--- config.mk ---
export PLATFORM = sky130hd
export DESIGN_NAME = mem_req_ctrl
export DESIGN_NICKNAME = d
export VERILOG_FILES = /design/src/rtl/mem_req_ctrl.sv
export SDC_FILE = /design/constraint.sdc
export NUM_CORES = 1
export LEC_CHECK = 0
export CAP_MARGIN = 15
export CORE_AREA = 4 4 465 467
export CTS_CLUSTER_DIAMETER = 50
export DETAILED_ROUTE_END_ITERATION = 8
export DIE_AREA = 0 0 469 471
export GPL_TIMING_DRIVEN = 0
export PLACE_DENSITY_LB_ADDON = 0.25
export SLEW_MARGIN = 20
export SYNTH_ARGS = -nofsm -noshare
export SYNTH_HDL_FRONTEND = slang
export SYNTH_SLANG_ARGS = --single-unit
--- constraint.sdc ---
create_clock -name clk -period 5.4 [get_ports clk]
set_input_delay 1.35 -clock clk [delete_from_list [all_inputs] [get_ports clk]]
set_output_delay 1.35 -clock clk [all_outputs]
set_load 0.1 [all_outputs]
--- src/rtl/mem_req_ctrl.sv ---
// Cache-side main-memory initiator: runs one fill, writeback or writeback-then-fill
// command at a time, with a line-range check and a response timeout.
module mem_req_ctrl #(
   parameter int ENTRIES = 256,
   parameter int TIMEOUT = 15,
   parameter int TW      = 4
) (
   input  logic         clk,
   input  logic         rst_n,
   input  logic         req_valid,
   output logic         req_ready,
   input  logic         req_fill,
   input  logic         req_wb,
   input  logic [26:0]  req_fill_addr,
   input  logic [26:0]  req_wb_addr,
   input  logic [255:0] req_wb_data,
   input  logic [31:0]  req_wb_be,
   output logic         fill_valid,
   output logic [255:0] fill_data,
   output logic         done,
   output logic         err,
   output logic [1:0]   err_code,
   output logic [26:0]  mem_a,
   output logic [31:0]  mem_be,
   output logic [255:0] mem_wd,
   output logic         mem_write,
   output logic         mem_read,
   input  logic [255:0] mem_rd,
   input  logic         mem_valid,
   input  logic         mem_ready
);

   typedef enum logic [2:0] {
      IDLE,
      WB_REQ,
      WB_WAIT,
      FILL_REQ,
      FILL_WAIT,
      DONE
   } state_t;

   localparam logic [27:0]   LIMIT   = 28'(ENTRIES);
   localparam logic [TW-1:0] TO_LAST = TW'(TIMEOUT - 1);

   state_t        state_reg;
   logic [TW-1:0] cnt_reg;
   logic          fill_pend_reg;
   logic [26:0]   fill_addr_reg;
   logic          range_err;

   always_comb begin
      range_err = (req_wb   && ({1'b0, req_wb_addr}   >= LIMIT)) ||
                  (req_fill && ({1'b0, req_fill_addr} >= LIMIT));
   end

   // The writeback fields are captured straight into the mem_* registers,
   // which also hold them stable for the whole write handshake.
   always_ff @(posedge clk or negedge rst_n) begin
      if (!rst_n) begin
         state_reg     <= IDLE;
         cnt_reg       <= '0;
         fill_pend_reg <= 1'b0;
         fill_addr_reg <= '0;
         req_ready     <= 1'b1;
         fill_valid    <= 1'b0;
         fill_data     <= '0;
         done          <= 1'b0;
         err           <= 1'b0;
         err_code      <= 2'd0;
         mem_a         <= '0;
         mem_be        <= '0;
         mem_wd        <= '0;
         mem_write     <= 1'b0;
         mem_read      <= 1'b0;
      end else begin
         fill_valid <= 1'b0;
         done       <= 1'b0;
         mem_write  <= 1'b0;
         mem_read   <= 1'b0;
         case (state_reg)
            IDLE: begin
               if (req_valid && req_ready) begin
                  req_ready     <= 1'b0;
                  fill_pend_reg <= req_fill;
                  fill_addr_reg <= req_fill_addr;
                  if (range_err) begin
                     if (!err) begin
                        err      <= 1'b1;
                        err_code <= 2'd1;
                     end
                     state_reg <= DONE;
                  end else if (req_wb) begin
                     mem_write <= 1'b1;
                     mem_a     <= req_wb_addr;
                     mem_wd    <= req_wb_data;
                     mem_be    <= req_wb_be;
                     state_reg <= WB_REQ;
                  end else if (req_fill) begin
                     mem_read  <= 1'b1;
                     mem_a     <= req_fill_addr;
                     mem_be    <= '0;
                     state_reg <= FILL_REQ;
                  end else begin
                     state_reg <= DONE;
                  end
               end
            end
            WB_REQ: begin
               cnt_reg   <= '0;
               state_reg <= WB_WAIT;
            end
            WB_WAIT: begin
               if (mem_ready) begin
                  if (fill_pend_reg) begin
                     mem_read  <= 1'b1;
                     mem_a     <= fill_addr_reg;
                     mem_be    <= '0;
                     state_reg <= FILL_REQ;
                  end else begin
                     done      <= 1'b1;
                     state_reg <= DONE;
                  end
               end else if (cnt_reg == TO_LAST) begin
                  if (!err) begin
                     err      <= 1'b1;
                     err_code <= 2'd2;
                  end
                  done      <= 1'b1;
                  state_reg <= DONE;
               end else begin
                  cnt_reg <= cnt_reg + TW'(1);
               end
            end
            FILL_REQ: begin
               cnt_reg   <= '0;
               state_reg <= FILL_WAIT;
            end
            FILL_WAIT: begin
               if (mem_valid) begin
                  fill_data  <= mem_rd;
                  fill_valid <= 1'b1;
                  done       <= 1'b1;
                  state_reg  <= DONE;
               end else if (cnt_reg == TO_LAST) begin
                  if (!err) begin
                     err      <= 1'b1;
                     err_code <= 2'd2;
                  end
                  done      <= 1'b1;
                  state_reg <= DONE;
               end else begin
                  cnt_reg <= cnt_reg + TW'(1);
               end
            end
            DONE: begin
               // Entered straight from IDLE (no memory access), done is not yet
               // raised, so it is pulsed one cycle later before returning to IDLE.
               if (done) begin
                  req_ready <= 1'b1;
                  state_reg <= IDLE;
               end else begin
                  done <= 1'b1;
               end
            end
            default: begin
               req_ready <= 1'b1;
               state_reg <= IDLE;
            end
         endcase
      end
   end

endmodule

Yosys cells after proc, flatten, opt, wreduce, memory -nomap -nowiden --
Index checks and enable logic that the tools add are counted. W data, S select, Z words.
Word-level totals: word-level logic and storage cells 119, output and inout port bits 579, bits of input ports 605, register bits after elaboration 614
Cells by class: equal/unequal tests 16, mux-type cells 64, add/sub/neg operators 1, bitwise gates (word level) 2, order comparisons 2, reductions and logical operators 19
Operators with widths (count):
- $mux W32 | 6
- $mux W27 | 6
- $pmux W32 S2 | 1
- $ge A27 B9 Y1 const B | 2
- $pmux W27 S2 | 1
- $mux W3 | 9
- $mux W1 | 24
- $ne A2 B2 Y1 const B | 9
- $pmux W3 S6 | 1
- $mux W2 | 7
- $mux W4 | 3
- $pmux W4 S3 | 1
- $reduce_and A6 Y1 | 2
- $pmux W1 S3 | 3
- $eq A3 B2 Y1 const B | 2
- $eq A3 B3 Y1 const B | 2
- $pmux W2 S3 | 1
- $reduce_and A2 Y1 | 3
- $reduce_and A3 Y1 | 2
- $reduce_bool A3 Y1 | 2
- $reduce_and A5 Y1 | 1
- $add A4 B1 Y4 const B | 1
- $eq A4 B4 Y1 const B | 1
- $reduce_and A4 Y1 | 1
- 10 further kinds | 13

Depth between registers and ports, before layout --
depth after elaboration 6, depth in mapped cells 8, depth with buffers taken out 7

Least setup slack after synthesis --
No wires, ideal clock.
kind input to register, start point in req_fill_addr[11], end point reg mem_wd[226], stages 7, arrival 2.840 ns, path buffers 2, data required time 5.272 ns, path slack 2.431 ns, library setup time 0.128 ns, cell sequence nor4_1 -> nand4_1 -> o21ai_4 -> nand4_4 -> buf_4 -> buf_6 -> mux2_1
Between the ends: cells in the longest elaborated chain, start to end 5
Ends and longest elaborated chain:
- from (decl) | RTL line 14 | input logic [26:0] req_fill_addr,
- $ge A27 B9 Y1 | RTL line 53 | (req_fill && ({1'b0, req_fill_addr} >= LIMIT));
- $logic_and A1 B1 Y1 | RTL line 53
- $logic_or A1 B1 Y1 | RTL line 52 | range_err = (req_wb && ({1'b0, req_wb_addr} >= LIMIT)) ||
- $not A1 Y1 (no line)
- $reduce_and A4 Y1 (no line)
- to (signal assigned) | RTL line 95 | mem_wd <= req_wb_data;
- to (decl) | RTL line 25 | output logic [255:0] mem_wd,
Every way passes these cells. A chain may end at the register's enable or synchronous reset.

Final worst setup path --
start point reg fill_data[12], end point out fill_data[12]
RTL lines:
- from (decl) | RTL line 19 | output logic [255:0] fill_data,
- from (signal assigned) | RTL line 140 | fill_data <= mem_rd;
No word-level cell between the ends.

==> results.toml <==
[timing]
worst_pin_slew_ps = 1200
rsz0062_at_grt = "false"
max_freq_mhz = 264
hold_viol_final = 0
setup_viol = 0
drv_slew = 0
finalCritPeriodShare_pct = 70.3
tns_ps = 0
finClkSkew_ps = 34.7
final.min_clock_period_ps = 3790
fin_ws_ps = 1610
max_slew_margin_pct = 19.8

[placement]
gp_congestion = 0.815
port_buffers = 1182
dp_cells = 5433
dpl.hpwl_um = 121000
place_ws_ps = 632

[floorplan]
dieWidth_um = 469
num_rows = 169
core_area_mm2 = 0.212
die_h_um = 471
io_pins = 1184
dieArea_mm2 = 0.221
initial_core_util_pct = 11.0

[critical_path]
path_depth = 1
critPathArrivalTime_ps = 2440
crit_type = "register to primary output"
cp_slowest_cell = "clkdlybuf4s50_1"
crit_family = "buffers and inverters"
crit_required_ps = 4050
timing.rr.end = "fill_data[110]$_DFFE_PN0P_"
cp_slowest_stage_delay_ps = 1220
timing.critical_path.cells = "clkdlybuf4s50_1"
crit_fanout = 2
r2r_cells = 6
startpoint = "fill_data[12]$_DFFE_PN0P_"
r2r_start = "state_reg[1]$_DFFE_PN0P_"
crit_path_end_kind = "primary output"
startpoint_type = "register"
critPathCapture = "fill_data[12]"
path_buf_inv = 1
r2r_slack_ps = 2090

[pwr]
power_w = 0.0276
peakVddDrop_mv = 0.497
power_density_mw_per_mm2 = 648
leakagePower_nw = 18.2

[global_route]
grt_pass1_vias = 19500
grt_max_degree = 87
grt_pass1_wl_um = 188000
grt_antenna_before_repair = 135
grt.total_usage_pct = 12.6
grt.overflow.total = 0

[drt]
drt-wirelength-per-cell_um = 25.5
drtAntennaViolNets = 0
vias_per_cell = 3.21
drt_iter0_markers = 704
drc_errors = 0
first_pass_iters = 5
wirelength_um = 145000
via_count = 18200

[logic_synthesis]
syn_area_mm2 = 0.0233
synthTopCellsByArea = "dfrtp_1 (66%), mux2_2 (15%), mux2_1 (11%), buf_6 (1.2%), a22o_1 (1.2%)"
syn_nets = 2028
ys_ff_latch = 614
post_synth.cell_area_avg_um2 = 16.4
ys_seq_area_share_pct = 65.8
synth_warnings = 0
syn_inst = 1421
ys_types = 51
synth_top_cell_by_area = "dfrtp_1"
synthArstFlopShare_pct = 100
synth-edff-count = 0
synth_top_area_share_pct = 65.7
synth_ff_type = "dfrtp_1"

[clock_tree]
cts_hold_buf = 0
clockBufferDepth = 3
post_cts_buffers = 0
insertion_delay_ps = 760
cts.sinks = 614
cts_root_buf = "clkbuf_16"
htree_levels = 3
cts_tree = "built"
path_clk_slew_ps = 50
cts_resized = 0
numCtsBuffers = 113

[finish]
syn_to_final_growth_pct = 82.9
nets = 3334
stdcell_count = 5671
drive_above_1_share_pct = 23.5
final_util_pct = 20.2
largest_registers = "fill_data: 256 flops, mem_wd: 256 flops, mem_be: 32 flops"

[run_status]
outcome = "finished clean"

[hold_path]
hold_path_class = "register to register"

[job]
cap_violations = 0
[worst min-delay path by stage]
stage                                            start                           end  slack, ps  cells after the start
after floorplan           fill_addr_reg[0]$_DFFE_PN0P_  fill_addr_reg[0]$_DFFE_PN0P_        480                      1
after global placement         mem_wd[178]$_DFFE_PN0P_       mem_wd[178]$_DFFE_PN0P_        470                      1
after detailed placement       mem_wd[105]$_DFFE_PN0P_       mem_wd[105]$_DFFE_PN0P_        480                      1
after CTS                                        rst_n       mem_wd[219]$_DFFE_PN0P_        370                      1
after global routing                             rst_n       mem_wd[222]$_DFFE_PN0P_        410                      1
final                          mem_wd[105]$_DFFE_PN0P_       mem_wd[105]$_DFFE_PN0P_        490                      1
[cell type report]
cell class	instances	area [um^2]
sequential	614	15400
inverter	17	63.8
clock buffer	147	3130
clock inverter	65	897
multi-input combinational	712	7390
timing repair buffer	1191	11700
fill	22900	169000
buffer	78	524
antenna	26	65.1
tap	2821	3530
[where the power goes]
part / internal [W] / switching [W] / leakage (nW) / total (W)
clock: 0.00475 / 0.00279 / 1.92 / 0.00754
combinational: 0.00328 / 0.0103 / 8.36 / 0.0135
sequential: 0.00584 / 0.000735 / 7.90 / 0.00657
total: 0.0139 / 0.0138 / 18.2 / 0.0276
[kinds of logic (layout without fill, tap and decap cells)]
group,after synthesis,after routing,share of synthesized area [%]
buf+inv,95,1498,2.52
simple gates,61,61,1.39
compound gates,98,98,3.61
xor+xnor,1,1,0.0375
fa+ha+maj,2,2,0.107
flops,614,614,65.8
other cells,0,26,0
mux,550,550,26.5
[layout by cell type (no fill, tap or decap), drive strengths merged, types with 8 or more instances in the layout]
master	n
nor4	8
clkbuf	168
nor2	18
dfrtp	613
clkdlybuf4s50	1114
o221a	19
clkinvlp	14
a22o	32
clkinv	26
buf	134
mux2i	10
inv	29
mux2	540
a221oi	8
bufinv	13
diode	26
[synth_stat cells (2+ instances only)]
library cell and n:
a21o_1 2, a21oi_1 7, a221oi_1 8, a22o_1 32
a311oi_1 2, a31oi_1 4, and3_1 2, buf_2 32
buf_6 25, clkbuf_1 19, dfrtp_1 613, ha_1 2
inv_1 16, mux2_1 229, mux2_2 311, mux2i_1 10
nand2_1 7, nand2b_1 3, nand3_1 7, nor2_1 18
nor2b_1 2, nor3_1 5, nor4_1 8, o211ai_1 3
o21a_1 2, o21ai_0 5, o221a_2 19, o2bb2ai_1 2
o31ai_1 2, or3_1 3
[per-stage QoR]
step                hold slack, ps  area [um^2]
finish                         486        42700
global route                   409        42600
CTS                            372        42600
detailed placement             480        38600
global placement               474        38700
floorplan                      481        23300
[routing by layer]
| metal | track usage, % | up-vias | share of wire (%) | wire length [um] |
|---|---|---|---|---|
| li1 | - | 7859 | - | - |
| met3 | 7.56 | 293 | 14 | 20000 |
| met2 | 20.7 | 1016 | 46 | 67100 |
| met5 | 0 | - | 0.40 | 573 |
| met1 | 13.9 | 8948 | 37 | 54100 |
| met4 | 2.98 | 92 | 2.1 | 3070 |
No activity file was read; power rests on OpenSTA's default activity.
